--- config.mk ---
export PLATFORM = sky130hd
export DESIGN_NAME = boa_stage_mem
export DESIGN_NICKNAME = d
export VERILOG_FILES = /design/src/rtl/boa_stage_mem_pkg.sv /design/src/rtl/boa_mem_align.sv /design/src/rtl/boa_stage_mem.sv
export SDC_FILE = /design/constraint.sdc
export NUM_CORES = 1
export LEC_CHECK = 0
export ABC_AREA = 1
export BUFFER_PORTS_ARGS = -buffer_cell sky130_fd_sc_hd__buf_2
export CORE_AREA = 2 2 135 137
export DETAILED_ROUTE_END_ITERATION = 12
export DIE_AREA = 0 0 137 139
export GPL_ROUTABILITY_DRIVEN = 0
export MAX_ROUTING_LAYER = met4
export PLACE_DENSITY = 0.77
export SYNTH_ARGS = -nofsm -noshare
export SYNTH_HDL_FRONTEND = slang
export SYNTH_SLANG_ARGS = --single-unit
--- constraint.sdc ---
create_clock -name clk -period 4.4 [get_ports clk]
set_input_delay 0.22 -clock clk [delete_from_list [all_inputs] [get_ports clk]]
set_output_delay 0.22 -clock clk [all_outputs]
set_load 0.01 [all_outputs]
--- src/rtl/boa_stage_mem_pkg.sv ---
// Shared constants for the Boa32 MEM stage: access sizes, trap causes,
// opcodes, FSM state encodings and the access-size lane mask helper.
// Optional build macro: BOA_MEM_MISALIGN_SPLIT_EN (adds the SPLIT state).
package boa_stage_mem_pkg;

  localparam logic [1:0] RV_MEM_BYTE = 2'b00;
  localparam logic [1:0] RV_MEM_HALF = 2'b01;
  localparam logic [1:0] RV_MEM_WORD = 2'b10;

  localparam logic [3:0] CAUSE_LOAD_MISALIGN  = 4'd4;
  localparam logic [3:0] CAUSE_LOAD_FAULT     = 4'd5;
  localparam logic [3:0] CAUSE_STORE_MISALIGN = 4'd6;
  localparam logic [3:0] CAUSE_STORE_FAULT    = 4'd7;

  localparam logic [6:0] OPC_LOAD  = 7'b0000011;
  localparam logic [6:0] OPC_STORE = 7'b0100011;

  typedef logic [1:0] mem_state_t;

  localparam mem_state_t ST_IDLE  = 2'd0;
  localparam mem_state_t ST_WAIT  = 2'd1;
  localparam mem_state_t ST_HOLD  = 2'd2;
`ifdef BOA_MEM_MISALIGN_SPLIT_EN
  localparam mem_state_t ST_SPLIT = 2'd3;
`endif

  // Byte-lane mask of an access before it is shifted to its address offset.
  function automatic logic [3:0] size_mask(input logic [1:0] size);
    case (size)
      RV_MEM_BYTE: return 4'b0001;
      RV_MEM_HALF: return 4'b0011;
      default:     return 4'b1111;
    endcase
  endfunction

endpackage

--- src/rtl/boa_mem_align.sv ---
// Combinational lane logic for the MEM stage: byte enables, store data
// placement, load lane extraction with sign/zero extension, misalign flag.
// With BOA_MEM_MISALIGN_SPLIT_EN it also produces the second-word lanes and
// assembles loads from a {second, first} word pair.
module boa_mem_align
  import boa_stage_mem_pkg::*;
(
  input  logic [1:0]  offset,
  input  logic [1:0]  size,
  input  logic        is_unsigned,
  input  logic [31:0] store_val,
  input  logic [31:0] rdata_lo,
`ifdef BOA_MEM_MISALIGN_SPLIT_EN
  input  logic [31:0] rdata_hi,
  output logic [3:0]  be_hi,
  output logic [31:0] wdata_hi,
`endif
  output logic [3:0]  be,
  output logic [31:0] wdata,
  output logic [31:0] load_val,
  output logic        misaligned
);

  logic [31:0] lane;
`ifdef BOA_MEM_MISALIGN_SPLIT_EN
  logic [7:0]  be8;
  logic [63:0] wide_wdata;
`endif

  // Lane placement for stores and extraction/extension for loads.
  always_comb begin
    misaligned = ((size == RV_MEM_HALF) && offset[0]) ||
                 (size[1] && (offset != 2'b00));

    case (size)
      RV_MEM_BYTE: wdata = {4{store_val[7:0]}};
      RV_MEM_HALF: wdata = {2{store_val[15:0]}};
      default:     wdata = store_val;
    endcase

`ifdef BOA_MEM_MISALIGN_SPLIT_EN
    be8        = {4'b0000, size_mask(size)} << offset;
    be         = be8[3:0];
    be_hi      = be8[7:4];
    wide_wdata = {32'h0, store_val} << {offset, 3'b000};
    wdata_hi   = wide_wdata[63:32];
    if (misaligned) wdata = wide_wdata[31:0];
    lane       = 32'({rdata_hi, rdata_lo} >> {offset, 3'b000});
`else
    be   = size_mask(size) << offset;
    lane = rdata_lo >> {offset, 3'b000};
`endif

    case (size)
      RV_MEM_BYTE: load_val = is_unsigned ? {24'h0, lane[7:0]}
                                          : {{24{lane[7]}}, lane[7:0]};
      RV_MEM_HALF: load_val = is_unsigned ? {16'h0, lane[15:0]}
                                          : {{16{lane[15]}}, lane[15:0]};
      default:     load_val = lane;
    endcase
  end

endmodule

--- src/rtl/boa_stage_mem.sv ---
// Boa32 MEM pipeline stage: EX/MEM barrier register, single-master data bus
// access with ready handshake, load extension, misalign/fault traps, and a
// HOLD state that keeps completed load data across downstream stalls.
// Optional build macro: BOA_MEM_MISALIGN_SPLIT_EN splits misaligned accesses
// into two aligned word accesses instead of trapping.
module boa_stage_mem
  import boa_stage_mem_pkg::*;
(
  input  logic        clk,
  input  logic        rst_n,
  input  logic        clear,
  input  logic        d_valid,
  input  logic [30:0] d_pc,
  input  logic [31:0] d_insn,
  input  logic        d_use_rd,
  input  logic [31:0] d_rs1_val,
  input  logic [31:0] d_rs2_val,
  input  logic        d_trap,
  input  logic [3:0]  d_cause,
  output logic        q_valid,
  output logic [30:0] q_pc,
  output logic [31:0] q_insn,
  output logic        q_use_rd,
  output logic [31:0] q_rs1_val,
  output logic        q_trap,
  output logic [3:0]  q_cause,
  output logic        bus_re,
  output logic [3:0]  bus_we,
  output logic [29:0] bus_addr,
  output logic [31:0] bus_wdata,
  input  logic [31:0] bus_rdata,
  input  logic        bus_ready,
  input  logic        bus_fault,
  input  logic        fw_stall_mem,
  output logic        fw_busy_mem,
  output logic        fw_rd
);

  logic        r_valid, r_use_rd, r_trap;
  logic [30:0] r_pc;
  logic [31:0] r_insn, r_rs1_val, r_rs2_val;
  logic [3:0]  r_cause;
  mem_state_t  state, state_nx;
  logic [31:0] r_ldata;
  logic        r_lfault, r_flush;

  logic        load_barrier, is_load, is_store, is_mem, kill;
  logic        req_idle, req_active, done_final, fault_now;
  logic        mis_trap, new_trap;
  logic [3:0]  new_cause;
  logic [3:0]  be;
  logic [31:0] wdata, load_val;
  logic        misaligned;

`ifdef BOA_MEM_MISALIGN_SPLIT_EN
  logic [31:0] r_lo;
  logic        r_fault1, second, first_done;
  logic [3:0]  be_hi;
  logic [31:0] wdata_hi;
`endif

  assign load_barrier = !fw_stall_mem && !fw_busy_mem;
  assign is_load  = r_valid && !r_trap && (r_insn[6:0] == OPC_LOAD);
  assign is_store = r_valid && !r_trap && (r_insn[6:0] == OPC_STORE);
  assign is_mem   = is_load || is_store;
  assign kill     = clear || r_flush;

  boa_mem_align u_align (
    .offset      (r_rs1_val[1:0]),
    .size        (r_insn[13:12]),
    .is_unsigned (r_insn[14]),
    .store_val   (r_rs2_val),
`ifdef BOA_MEM_MISALIGN_SPLIT_EN
    .rdata_lo    (second ? r_lo : bus_rdata),
    .rdata_hi    (bus_rdata),
    .be_hi       (be_hi),
    .wdata_hi    (wdata_hi),
`else
    .rdata_lo    (bus_rdata),
`endif
    .be          (be),
    .wdata       (wdata),
    .load_val    (load_val),
    .misaligned  (misaligned)
  );

`ifdef BOA_MEM_MISALIGN_SPLIT_EN
  assign second     = (state == ST_SPLIT);
  assign req_idle   = (state == ST_IDLE) && is_mem && !kill;
  assign req_active = req_idle || (state == ST_WAIT) || second;
  assign first_done = req_active && bus_ready && misaligned && !second;
  assign done_final = req_active && bus_ready && !(misaligned && !second);
  assign fault_now  = done_final && (bus_fault || (second && r_fault1));
  assign mis_trap   = 1'b0;
  assign bus_addr   = second ? (r_rs1_val[31:2] + 30'd1) : r_rs1_val[31:2];
  assign bus_we     = (req_active && is_store) ? (second ? be_hi : be) : 4'b0000;
  assign bus_wdata  = second ? wdata_hi : wdata;
`else
  assign req_idle   = (state == ST_IDLE) && is_mem && !misaligned && !kill;
  assign req_active = req_idle || (state == ST_WAIT);
  assign done_final = req_active && bus_ready;
  assign fault_now  = done_final && bus_fault;
  assign mis_trap   = is_mem && misaligned;
  assign bus_addr   = r_rs1_val[31:2];
  assign bus_we     = (req_active && is_store) ? be : 4'b0000;
  assign bus_wdata  = wdata;
`endif

  assign bus_re      = req_active && is_load;
  assign fw_busy_mem = req_active && !done_final;

  assign new_trap  = mis_trap || fault_now || ((state == ST_HOLD) && r_lfault);
  assign new_cause = mis_trap ? (is_load ? CAUSE_LOAD_MISALIGN : CAUSE_STORE_MISALIGN)
                              : (is_load ? CAUSE_LOAD_FAULT : CAUSE_STORE_FAULT);

  assign q_valid   = r_valid && !kill && !fw_busy_mem;
  assign q_pc      = r_pc;
  assign q_insn    = r_insn;
  assign q_use_rd  = r_use_rd;
  assign q_trap    = !kill && (r_trap || new_trap);
  assign q_cause   = (!r_trap && new_trap) ? new_cause : r_cause;
  assign q_rs1_val = (is_load && (state == ST_HOLD)) ? r_ldata :
                     (is_load && done_final)         ? load_val : r_rs1_val;
  assign fw_rd     = r_valid && r_use_rd && !is_store &&
                     (!is_load || done_final || (state == ST_HOLD));

  // Control half of the EX/MEM barrier; only valid/trap need a reset value.
  always_ff @(posedge clk) begin
    if (!rst_n) begin
      r_valid <= 1'b0;
      r_trap  <= 1'b0;
    end else if (load_barrier) begin
      r_valid <= d_valid;
      r_trap  <= d_trap;
    end
  end

  // Data half of the EX/MEM barrier, advancing with the control half.
  always_ff @(posedge clk) begin
    if (load_barrier) begin
      r_pc      <= d_pc;
      r_insn    <= d_insn;
      r_use_rd  <= d_use_rd;
      r_rs1_val <= d_rs1_val;
      r_rs2_val <= d_rs2_val;
      r_cause   <= d_cause;
    end
  end

  // Next-state logic: one bus transaction per instruction, then IDLE or HOLD.
  always_comb begin
    state_nx = state;
    case (state)
      ST_IDLE: begin
        if (req_idle) begin
          if (!bus_ready)      state_nx = ST_WAIT;
`ifdef BOA_MEM_MISALIGN_SPLIT_EN
          else if (misaligned) state_nx = ST_SPLIT;
`endif
          else if (fw_stall_mem) state_nx = ST_HOLD;
        end
      end
`ifdef BOA_MEM_MISALIGN_SPLIT_EN
      ST_SPLIT: begin
        if (bus_ready) state_nx = (kill || !fw_stall_mem) ? ST_IDLE : ST_HOLD;
      end
`endif
      ST_WAIT: begin
        if (bus_ready) begin
`ifdef BOA_MEM_MISALIGN_SPLIT_EN
          if (misaligned) state_nx = ST_SPLIT;
          else
`endif
          state_nx = (kill || !fw_stall_mem) ? ST_IDLE : ST_HOLD;
        end
      end
      ST_HOLD: begin
        if (!fw_stall_mem) state_nx = ST_IDLE;
      end
      default: state_nx = ST_IDLE;
    endcase
  end

  // State register plus a sticky kill that lives until the barrier advances,
  // so a cleared instruction never re-issues while stalled.
  always_ff @(posedge clk) begin
    if (!rst_n) begin
      state   <= ST_IDLE;
      r_flush <= 1'b0;
    end else begin
      state <= state_nx;
      if (load_barrier) r_flush <= 1'b0;
      else if (clear)   r_flush <= 1'b1;
    end
  end

  // Capture completed load data and fault status for HOLD and split assembly.
  always_ff @(posedge clk) begin
    if (done_final) begin
      r_ldata  <= load_val;
      r_lfault <= fault_now;
    end
`ifdef BOA_MEM_MISALIGN_SPLIT_EN
    if (first_done) begin
      r_lo     <= bus_rdata;
      r_fault1 <= bus_fault;
    end
`endif
  end

endmodule

==> summary.md, run 1 <==
| Metric | Value |
|---|---|
| Outcome | completed |
| Fmax | 0.298 GHz |
| Clk buf depth | 2 |
| Clk sinks | 170 |
| Die ar. | 19000 µm² |
| Antenna violations before repair | 6 |
| Worst vdd ir | 0.258 mV |
| Critical path launch point type | flop |
| Final Hold Vio Count | 0 |
| WS Path Type | flop to output pin |
| RR Endpoint | q_insn[21] |
| Die height | 139 µm |
| Global Route Usage Sum | 28.1% |
| Max-Cap Viols | 0 |
| H-tree lvl count | 4 |
| DRT iter0 DRCs | 528 |
| YS warnings | 0 |
| Max-Slew Margin vs Limit | 38.9% |
| Worst-path cell chain | inv_2, nand2_1, a21oi_4, nand2_2, a21oi_4, nand3_1, nand3_1, nand2_1, buf_2 |
| Max incr delay on CP | 730 ps |
| HP Start | rst_n |
| Count of unique library cells instantiated by Yosys | 33 |
| Final setup viols | 0 |
| Filler instances | 1401 |
| Layout Skew | 12.0 ps |
| Setup crit end kind | output pin |
| First-pass GRT wire length | 38700 µm |
| Clk root buf | clkbuf_16 |
| Crit path arrival time | 3130 ps |
| Synth top area share | 62.5% |
| Die width | 137 µm |
| Port buffer count | 342 |
| Fin. max-slew vios | 0 |
| Synth Register Bits | 170 |
| Reg2reg start | r_rs1_val[1] |
| Post-CTS resize count | 0 |
| Flop2flop setup slack | 1350 ps |
| ANT nets after route | 0 |
| Vias in the first global route | 7127 |
| Area leader, netlist | edfxtp_1 |
| Synthesized area per cell | 10.2 µm² |
| # DRC | 0 |
| Worst-margin pin slew | 915 ps |
| Pleak | 0.00541 µW |
| Vias post-DR | 7123 |
| Max FO, Critical Path | 32 |
| Row Count | 49 |
| Top cells by area, synth | edfxtp_1, nand2_1, nand3_1 |
| Fin crit share | 76.2% |
| Syn-to-layout area delta | 43.5% |
| Largest net degree at the start of global routing | 88 |
| Endpoint of the worst hold path | state[1] |
| Hold Crit Depth | 3 |
| Detail Placement HPWL | 16700 µm |
| Seq/Total Area, Yosys | 63.7% |
| Drt total wl | 26000 µm |
| Worst reg-to-reg path cell count | 9 |
| Via density | 4.91 |
| Highest-delay cell along the critical path | a21oi_4 |
| Postcts setup bufs | 0 |
| WL/cell | 17.9 µm |
| Hold buffer count at cts | 132 |
| Unrepaired setup endpoints after global routing | no |
| Drt first pass iters | 5 |
| Critical Path RT | 4180 ps |
| Final-stage net count | 1375 |
| Io pins | 343 |
| Pwr per Cell Area | 342 nW/µm² |
| Final Critical Period | 3350 ps |
| CTS tree | built |
| Initial Util | 44.9% |
| Clock-pin slew on the worst setup and hold paths | 70 ps |
| Core Region | 17700 µm² |
| GRT Residual Overflow | 0 |
| Post-Syn Nets | 947 |
| Num CTS Buffers | 17 |
| Layout cell share with drive strength beyond 1 | 33.3% |
| Hold Path Class | primary input to flop |
| Setup TNS | 0 ps |
| Syn Inst Count | 775 |
| Post-Route Utilization | 64.5% |
| Clock latency on the worst-skew pair | 430 ps |
| Post-synthesis instance area | 7930 µm² |
## worst max-delay path: cells and delay by family (launching register included)
kind | cells | cell delay, ps
flip-flops | 1 | 570
AND/OR/NAND/NOR | 5 | 660
buffers and inverters | 2 | 540
AO/OA/AOI/OAI | 2 | 920
## stage by stage
stage	instances	setup slack, ps	area, µm²	total power, µW	hold slack, ps
2_1_floorplan	775	1350	7930	2160	319
3_3_place_gp	1281	1490	9470	2340	396
3_5_place_dp	1281	1390	9470	2350	398
4_1_cts	1444	997	11400	3890	51.1
5_1_grt	1450	681	11400	4030	58.4
6_report	1450	1050	11400	3890	79.1
## where the power goes
group          switching [µW]  total, µW  internal (µW)
logic                     285        530            245
registers                34.8       1900           1860
clock network             710       1470            759
total                    1030       3890           2870
## worst max-delay path by stage
| stage | from | to | slack (ps) |
|---|---|---|---|
| 6_report | r_rs1_val[1] | q_rs1_val[24] | 1050 |
| 3_5_place_dp | r_rs1_val[1] | r_rs2_val[27] | 1390 |
| 2_1_floorplan | q_insn[13] | q_insn[0] | 1350 |
| 3_3_place_gp | r_rs1_val[1] | q_insn[21] | 1490 |
| 4_1_cts | r_rs1_val[1] | q_rs1_val[17] | 1000 |
| 5_1_grt | r_rs1_val[1] | q_rs1_val[0] | 680 |
## kinds of logic (layout without fill, tap and decap cells)
logic type | Yosys count | after routing | share of synthesized area, %
other | 0 | 6 | 0
DFF | 170 | 170 | 63.7
and+or+nand+nor | 405 | 405 | 22.1
buffers and inverters | 162 | 602 | 10.9
AOI/OAI and AO/OA | 38 | 38 | 3.31
## routing by layer
layer / part of all wire, % / wire [µm] / GRT usage, %
met5: 0 / 0 / -
met4: 4.1 / 1060 / 12.0
met3: 9.8 / 2540 / 7.75
met2: 51 / 13200 / 47.1
met1: 36 / 9260 / 31.1
## cell usage after synthesis (all sizes together)
cell / n
a21boi: 1
o21ai: 14
nor3: 2
o211ai: 9
nand4: 2
a211oi: 2
a22oi: 1
and2: 8
dfxtp: 5
nand2: 252
nand3: 87
nor2: 54
clkbuf: 11
o21a: 7
buf: 60
a21oi: 4
inv: 91
edfxtp: 165
## final cells by class
type                    count  area [µm²]  area share [%]
well taps                 229         287            2.52
clock inverters            14         151            1.33
multi-input cells         443        2020            17.7
inverters                  91         354            3.11
clock buffers              17         425            3.74
diodes                      6        15.0           0.132
flip-flops and latches    170        5050            44.4
repair buffers            480        3080            27.0
## flip-flops by register name, indices dropped and copies added, names as in the netlist
register / cells
q_insn: 32
state: 2
q_use_rd: 1
r_flush: 1
r_valid: 1
r_rs2_val: 32
q_pc: 31
r_cause: 4
r_rs1_val: 32
r_ldata: 32
r_trap: 1
r_lfault: 1
## layout by cell type (no fill, tap or decap), types with 2 or more instances in the layout
master,netlist,final
nor2_4,2,2
inv_6,1,5
nand3_1,80,80
inv_1,85,85
diode_2,0,6
nand2_1,246,246
a21oi_1,2,2
dlygate4sd3_1,0,132
o21a_1,7,7
clkbuf_16,0,17
inv_8,0,6
nor3_1,2,2
nand2_4,3,3
edfxtp_1,165,165
o21ai_0,13,13
nand2_2,3,3
a21oi_4,2,2
buf_4,40,6
clkinv_8,0,2
o211ai_1,9,9
nand3_2,6,6
nor2_1,51,51
a211oi_1,2,2
inv_2,4,3
dfxtp_1,5,5
and2_1,8,8
clkinv_4,0,2
buf_2,10,342
Note: power is estimated with default switching activity, not from simulation.
==> run 2, diff against run 1 <==
--- a/config.mk
+++ b/config.mk
@@ -7,12 +7,12 @@
 export LEC_CHECK = 0
 export ABC_AREA = 1
 export BUFFER_PORTS_ARGS = -buffer_cell sky130_fd_sc_hd__buf_2
-export CORE_AREA = 2 2 135 137
+export CORE_MARGIN = 2
+export CORE_UTILIZATION = 43
 export DETAILED_ROUTE_END_ITERATION = 12
-export DIE_AREA = 0 0 137 139
 export GPL_ROUTABILITY_DRIVEN = 0
 export MAX_ROUTING_LAYER = met4
-export PLACE_DENSITY = 0.77
+export PLACE_DENSITY = 0.76
 export SYNTH_ARGS = -nofsm -noshare
 export SYNTH_HDL_FRONTEND = slang
 export SYNTH_SLANG_ARGS = --single-unit
==> constraint.sdc (replaced) <==
create_clock -name clk -period 2.7 [get_ports clk]
set_input_delay 0.135 -clock clk [delete_from_list [all_inputs] [get_ports clk]]
set_output_delay 0.135 -clock clk [all_outputs]
set_load 0.01 [all_outputs]
==> summary.md, run 2 (same netlist as run 1, synthesis figures left out) <==
| Metric | Value |
|---|---|
| Fin. max-slew vios | 0 (unchanged) |
| Commonest cells after routing, fill and taps aside | buf_2, nand2_1, edfxtp_1 (unchanged) |
| Io pins | 343 (unchanged) |
| Hold Crit Depth | 3 (unchanged) |
| WHS | 48.0 ps (was 79.1 ps) |
| Layout cell share with drive strength beyond 1 | 33.8% (was 33.3%) |
| Initial Util | 44.0% (was 44.9%) |
| Flop pwr share | 48.3% (was 48.7%) |
| Commonest non-fill, non-tap cell in the layout | buf_2 (unchanged) |
| Internal power | 4680 µW (was 2870 µW) |
| Die width | 140 µm (was 137 µm) |
| DRT iter0 DRCs | 611 (was 528) |
| Cell mode on critical path | nand2_1 |
| Fin worst setup slack | 107 ps (was 1050 ps) |
| Layout Skew | 18.1 ps (was 12.0 ps) |
| CP Depth | 10 (was 9) |
| Num CTS Buffers | 17 (unchanged) |
| Max-Slew Margin vs Limit | 57.1% (was 38.9%) |
| Drt total wl | 27500 µm (was 26000 µm) |
| Max FO, Critical Path | 16 (was 32) |
| Highest-delay cell along the critical path | edfxtp_1 (was a21oi_4) |
| Detail Placement HPWL | 17300 µm (was 16700 µm) |
| First-pass GRT wire length | 40500 µm (was 38700 µm) |
| Global Route Usage Sum | 27.9% (was 28.1%) |
| # DRC | 0 (unchanged) |
| WL/cell | 18.8 µm (was 17.9 µm) |
| Clk buf depth | 2 (unchanged) |
| Final Hold Vio Count | 0 (unchanged) |
| GRT Residual Overflow | 0 (unchanged) |
| Fin crit share | 96.0% |
| Via density | 5.04 (was 4.91) |
| Fmax | 0.386 GHz |
| Critical path launch point type | flop (unchanged) |
| Port buffer count | 342 (unchanged) |
| Core Region | 18000 µm² (was 17700 µm²) |
| Pre-CTS WS | 362 ps (was 1390 ps) |
| Clk root buf | clkbuf_16 (unchanged) |
| Delay-heaviest family, CP | simple AND/OR/NAND/NOR gates (was compound AO/OA/AOI/OAI gates) |
| Switching Fraction | 26.6% (was 26.4%) |
| Setup TNS | 0 ps (unchanged) |
| Psw | 1700 µW (was 1030 µW) |
| ANT nets after route | 0 (unchanged) |
| Die ar. | 19600 µm² (was 19000 µm²) |
| Multi-input logic area | 2060 µm² (was 2020 µm²) |
| Worst vdd ir | 0.452 mV (was 0.258 mV) |
| Drt first pass iters | 5 (unchanged) |
| CP Buf/Inv Count | 2 (unchanged) |
| H-tree lvl count | 4 (unchanged) |
| Clock-pin slew on the worst setup and hold paths | 80 ps (was 70 ps) |
| Clock latency on the worst-skew pair | 430 ps (about the same) |
| Worst-margin pin slew | 642 ps (was 915 ps) |
| Clk sinks | 170 (unchanged) |
| CTS tree | built (unchanged) |
| Die height | 140 µm (was 139 µm) |
| Pleak | 0.00549 µW (was 0.00541 µW) |
| Final-stage net count | 1388 (was 1375) |
| Worst-path cell chain | nor2_1, nand2_1, nor2_4, nand2_2, inv_1, nand3_4, nand2_1, nand3_1, nand2_1, buf_2 (was inv_2, nand2_1, a21oi_4, nand2_2, a21oi_4, nand3_1, nand3_1, nand2_1, buf_2) |
| Critical Path RT | 2570 ps (was 4180 ps) |
| Register area | 5050 µm² (unchanged) |
| WS Path Type | flop to output pin (unchanged) |
| Vias post-DR | 7372 (was 7123) |
| Setup crit end kind | output pin (unchanged) |
| Final Critical Period | 2590 ps |
| Hold Path Class | primary input to flop (unchanged) |
| Filler instances | 1398 (was 1401) |
| Vias in the first global route | 7326 (was 7127) |
| Logic pwr share | 14.1% (was 13.6%) |
| Max-Cap Viols | 0 (unchanged) |
| Clock Power Share | 37.6% (was 37.7%) |
| Pwr Total | 6380 µW (was 3890 µW) |
| Crit path arrival time | 2460 ps (was 3130 ps) |
| Largest net degree at the start of global routing | 64 (was 88) |
| Antenna violations before repair | 6 (unchanged) |
| Max incr delay on CP | 440 ps (was 730 ps) |
| Outcome | completed (unchanged) |
| Pwr per Cell Area | 551 nW/µm² (was 342 nW/µm²) |
| Row Count | 49 (unchanged) |
| Syn-to-layout area delta | 45.9% (was 43.5%) |
| Final setup viols | 0 (unchanged) |
| Worst reg-to-reg path cell count | 9 (unchanged) |
[run 2: cell type report]
cell class	count	area share, %
flip-flops and latches	170	43.7
diodes	6	0.130
clock inverters	14	1.29
repair buffers	492	27.9
well taps	229	2.48
clock buffers	18	3.71
multi-input cells	444	17.8
inverters	91	3.06
[run 2: power groups by stage]
stage	registers, µW	clock network, µW	logic [µW]
after global routing	3090	2540	968
final	3080	2400	898
after global placement	3130	0	699
after detailed placement	3140	0	710
after floorplan	3160	0	365
after CTS	3080	2420	866
[run 2: what timing repair did]
action	4_1_cts	5_1_grt
hold buffers	136	0
pin swaps	0	1
setup endpoints to repair	15	32
resized for setup	1	8
buffers inserted	0	1
endpoints found under the hold margin	137	0
cloned	0	1
[run 2: worst paths after layout]
path,startpoint,endpoint,slack (ps)
max reg2reg,r_rs1_val[0],r_cause[2],270
max,q_insn[4],q_rs1_val[8],110
min,fw_stall_mem,state[1],50
min reg2reg,r_valid,r_valid,550
[run 2: worst reg2reg max path: cells and delay by family, from the launching register on]
| family | cells | cell delay (ps) |
|---|---|---|
| buf+inv | 2 | 860 |
| flops | 1 | 470 |
| simple gates | 6 | 740 |
| compound gates | 1 | 50 |
[run 2: routing by layer]
| metal | GRT usage, % | up-vias | part of all wire, % |
|---|---|---|---|
| met4 | 11.3 | 0 | 3.8 |
| li1 | - | 3398 | - |
| met2 | 48.0 | 434 | 51 |
| met5 | - | - | 0 |
| met1 | 31.3 | 3473 | 37 |
| met3 | 6.74 | 67 | 8.2 |
[run 2: per-stage QoR]
stage               area, µm²  util (%)  cells
global placement         9550      53.0   1288
finish                  11600      64.2   1464
detailed placement       9550      53.0   1288
floorplan                7940         -    775
global route            11600      64.2   1464
CTS                     11500      63.7   1456
==> run 3, diff against run 2 <==
==> constraint.sdc (replaced) <==
create_clock -name clk -period 2.3 [get_ports clk]
set_input_delay 0.115 -clock clk [delete_from_list [all_inputs] [get_ports clk]]
set_output_delay 0.115 -clock clk [all_outputs]
set_load 0.01 [all_outputs]
==> summary.md, run 3 (same netlist as run 1, synthesis figures left out) <==
| Metric | Value |
|---|---|
| Max incr delay on CP | 410 ps (was 440 ps) |
| Largest net degree at the start of global routing | 56 (was 64) |
| Die ar. | 19600 µm² (unchanged) |
| Failing checks | setup timing |
| Filler instances | 1352 (was 1398) |
| Logic pwr share | 14.8% (was 14.1%) |
| Setup crit end kind | output pin (unchanged) |
| Vias in the first global route | 7447 (was 7326) |
| Crit path arrival time | 2290 ps (was 2460 ps) |
| Psw | 2110 µW (was 1700 µW) |
| Num CTS Buffers | 17 (unchanged) |
| Placed cell area | 9580 µm² (was 9550 µm²) |
| Via density | 5.05 (was 5.04) |
| WL/cell | 19.4 µm (was 18.8 µm) |
| Flop pwr share | 47.1% (was 48.3%) |
| ANT nets after route | 0 (unchanged) |
| Critical path launch point type | flop (unchanged) |
| Outcome | finished, violations left (was completed) |
| Final std cells w/o fill | 1490 (was 1464) |
| Clk buf depth | 2 (unchanged) |
| Final-stage net count | 1416 (was 1388) |
| Highest-delay cell along the critical path | edfxtp_1 (unchanged) |
| Commonest non-fill, non-tap cell in the layout | buf_2 (unchanged) |
| Syn-to-layout area delta | 55.0% (was 45.9%) |
| Max-Slew Margin vs Limit | 72.6% (was 57.1%) |
| WS Path Type | flop to output pin (unchanged) |
| Final Critical Period | 2410 ps |
| GRT Residual Overflow | 0 (unchanged) |
| Final Hold Vio Count | 0 (unchanged) |
| # DRC | 0 (unchanged) |
| Commonest cells after routing, fill and taps aside | buf_2, nand2_1, edfxtp_1 (unchanged) |
| Design area | 12300 µm² (was 11600 µm²) |
| First-pass GRT wire length | 41800 µm (was 40500 µm) |
| Initial Util | 44.0% (unchanged) |
| Clock Power Share | 38.1% (was 37.6%) |
| Max-Cap Viols | 0 (unchanged) |
| Core Region | 18000 µm² (unchanged) |
| Die width | 140 µm (unchanged) |
| Drt first pass iters | 7 (was 5) |
| CP Buf/Inv Count | 2 (unchanged) |
| H-tree lvl count | 4 (unchanged) |
| Fmax | 0.415 GHz |
| Unrepaired setup endpoints after global routing | yes |
| Critical Path RT | 2180 ps (was 2570 ps) |
| Io pins | 343 (unchanged) |
| Cell mode on critical path | nand2_1 (unchanged) |
| Row Count | 49 (unchanged) |
| Pwr per Cell Area | 625 nW/µm² (was 551 nW/µm²) |
| Clk sinks | 170 (unchanged) |
| DP Cell Count | 1289 (was 1288) |
| Hold Path Class | primary input to flop (unchanged) |
| Clock latency on the worst-skew pair | 430 ps (about the same) |
| Worst-path cell chain | nor2_1, nand2_1, nor2_4, nand2_4, clkinvlp_4, nand3_2, nand2_1, nand3_1, nand2_1, buf_2 (was nor2_1, nand2_1, nor2_4, nand2_2, inv_1, nand3_4, nand2_1, nand3_1, nand2_1, buf_2) |
| Detail Placement HPWL | 17300 µm (about the same) |
| Global Route Usage Sum | 28.8% (was 27.9%) |
| Layout Skew | 13.6 ps (was 18.1 ps) |
| Worst vdd ir | 0.524 mV (was 0.452 mV) |
| Worst-margin pin slew | 412 ps (was 642 ps) |
| Port buffer count | 342 (unchanged) |
| Antenna violations before repair | 3 (was 6) |
| Vias post-DR | 7524 (was 7372) |
| Delay-heaviest family, CP | simple AND/OR/NAND/NOR gates (unchanged) |
| Clk root buf | clkbuf_16 (unchanged) |
| Clock-pin slew on the worst setup and hold paths | 70 ps (was 80 ps) |
| CTS tree | built (unchanged) |
| Max FO, Critical Path | 8 (was 16) |
| Internal power | 5570 µW (was 4680 µW) |
| Fin crit share | 105% |
| Pleak | 0.00577 µW (was 0.00549 µW) |
| Drt total wl | 28900 µm (was 27500 µm) |
| Fin. max-slew vios | 0 (unchanged) |
| DRT iter0 DRCs | 569 (was 611) |
| Final setup viols | 33 (was 0) |
| Die height | 140 µm (unchanged) |
| Fin worst setup slack | -109 ps (was 107 ps) |
| Layout cell share with drive strength beyond 1 | 39.4% (was 33.8%) |
| Switching Fraction | 27.5% (was 26.6%) |
[run 3: routing by layer]
| layer | GRT usage (%) | part of all wire [%] |
|---|---|---|
| met4 | 10.5 | 3.8 |
| met2 | 50.4 | 52 |
| met3 | 5.37 | 8.3 |
| met5 | - | 0 |
| met1 | 33.1 | 36 |
[run 3: tightest hold or removal path, stage by stage]
cell	delay [ps]
buf_2	110
o21ai_0	80
a21oi_1	120
[run 3: area by class of cell]
type / count / area, µm² / share of cell area (%)
Sequential cell: 170 / 5050 / 41.1
Multi-Input combinational cell: 447 / 2300 / 18.7
Inverter: 91 / 364 / 2.96
Clock buffer: 17 / 425 / 3.46
Timing Repair Buffer: 517 / 3670 / 29.9
Tap cell: 229 / 287 / 2.33
Clock inverter: 15 / 180 / 1.47
Antenna cell: 4 / 10.0 / 0.0814
[run 3: timing repair]
action                                  in CTS  in global routing
gates resized for setup                     19                 70
hold buffers                               135                  0
buffers inserted                             5                 15
gates cloned                                 3                  7
pin swaps                                    5                 28
endpoints found under the setup margin      34                 57
hold endpoints to repair                   137                  0
[run 3: final timing paths]
kind	start	endpoint	slack [ps]	cells past startpoint
hold reg to reg	r_trap	r_trap	540	2
setup / recovery	q_insn[6]	q_rs1_val[20]	-110	10
setup reg to reg	q_insn[13]	r_rs1_val[13]	120	11
hold / removal	fw_stall_mem	state[1]	40	3
[run 3: power by group through the flow]
stage | clock (µW) | sequential (µW) | combinational, µW
3_3_place_gp | 0 | 3670 | 821
4_1_cts | 2950 | 3610 | 1040
2_1_floorplan | 0 | 3700 | 429
6_report | 2930 | 3620 | 1140
5_1_grt | 3060 | 3630 | 1220
3_5_place_dp | 0 | 3680 | 837
[run 3: stage by stage]
stage               hold slack [ps]  power, µW  util [%]  setup TNS (ps)  worst slack [ps]
detailed placement              293       4510      53.1               0               200
global placement                291       4490      53.1               0               268
floorplan                       214       4130         -               0              28.3
global route                   65.9       7910      68.2           -6280              -231
CTS                            3.85       7590      64.9            -272             -27.9
finish                         40.2       7680      68.2           -2190              -109
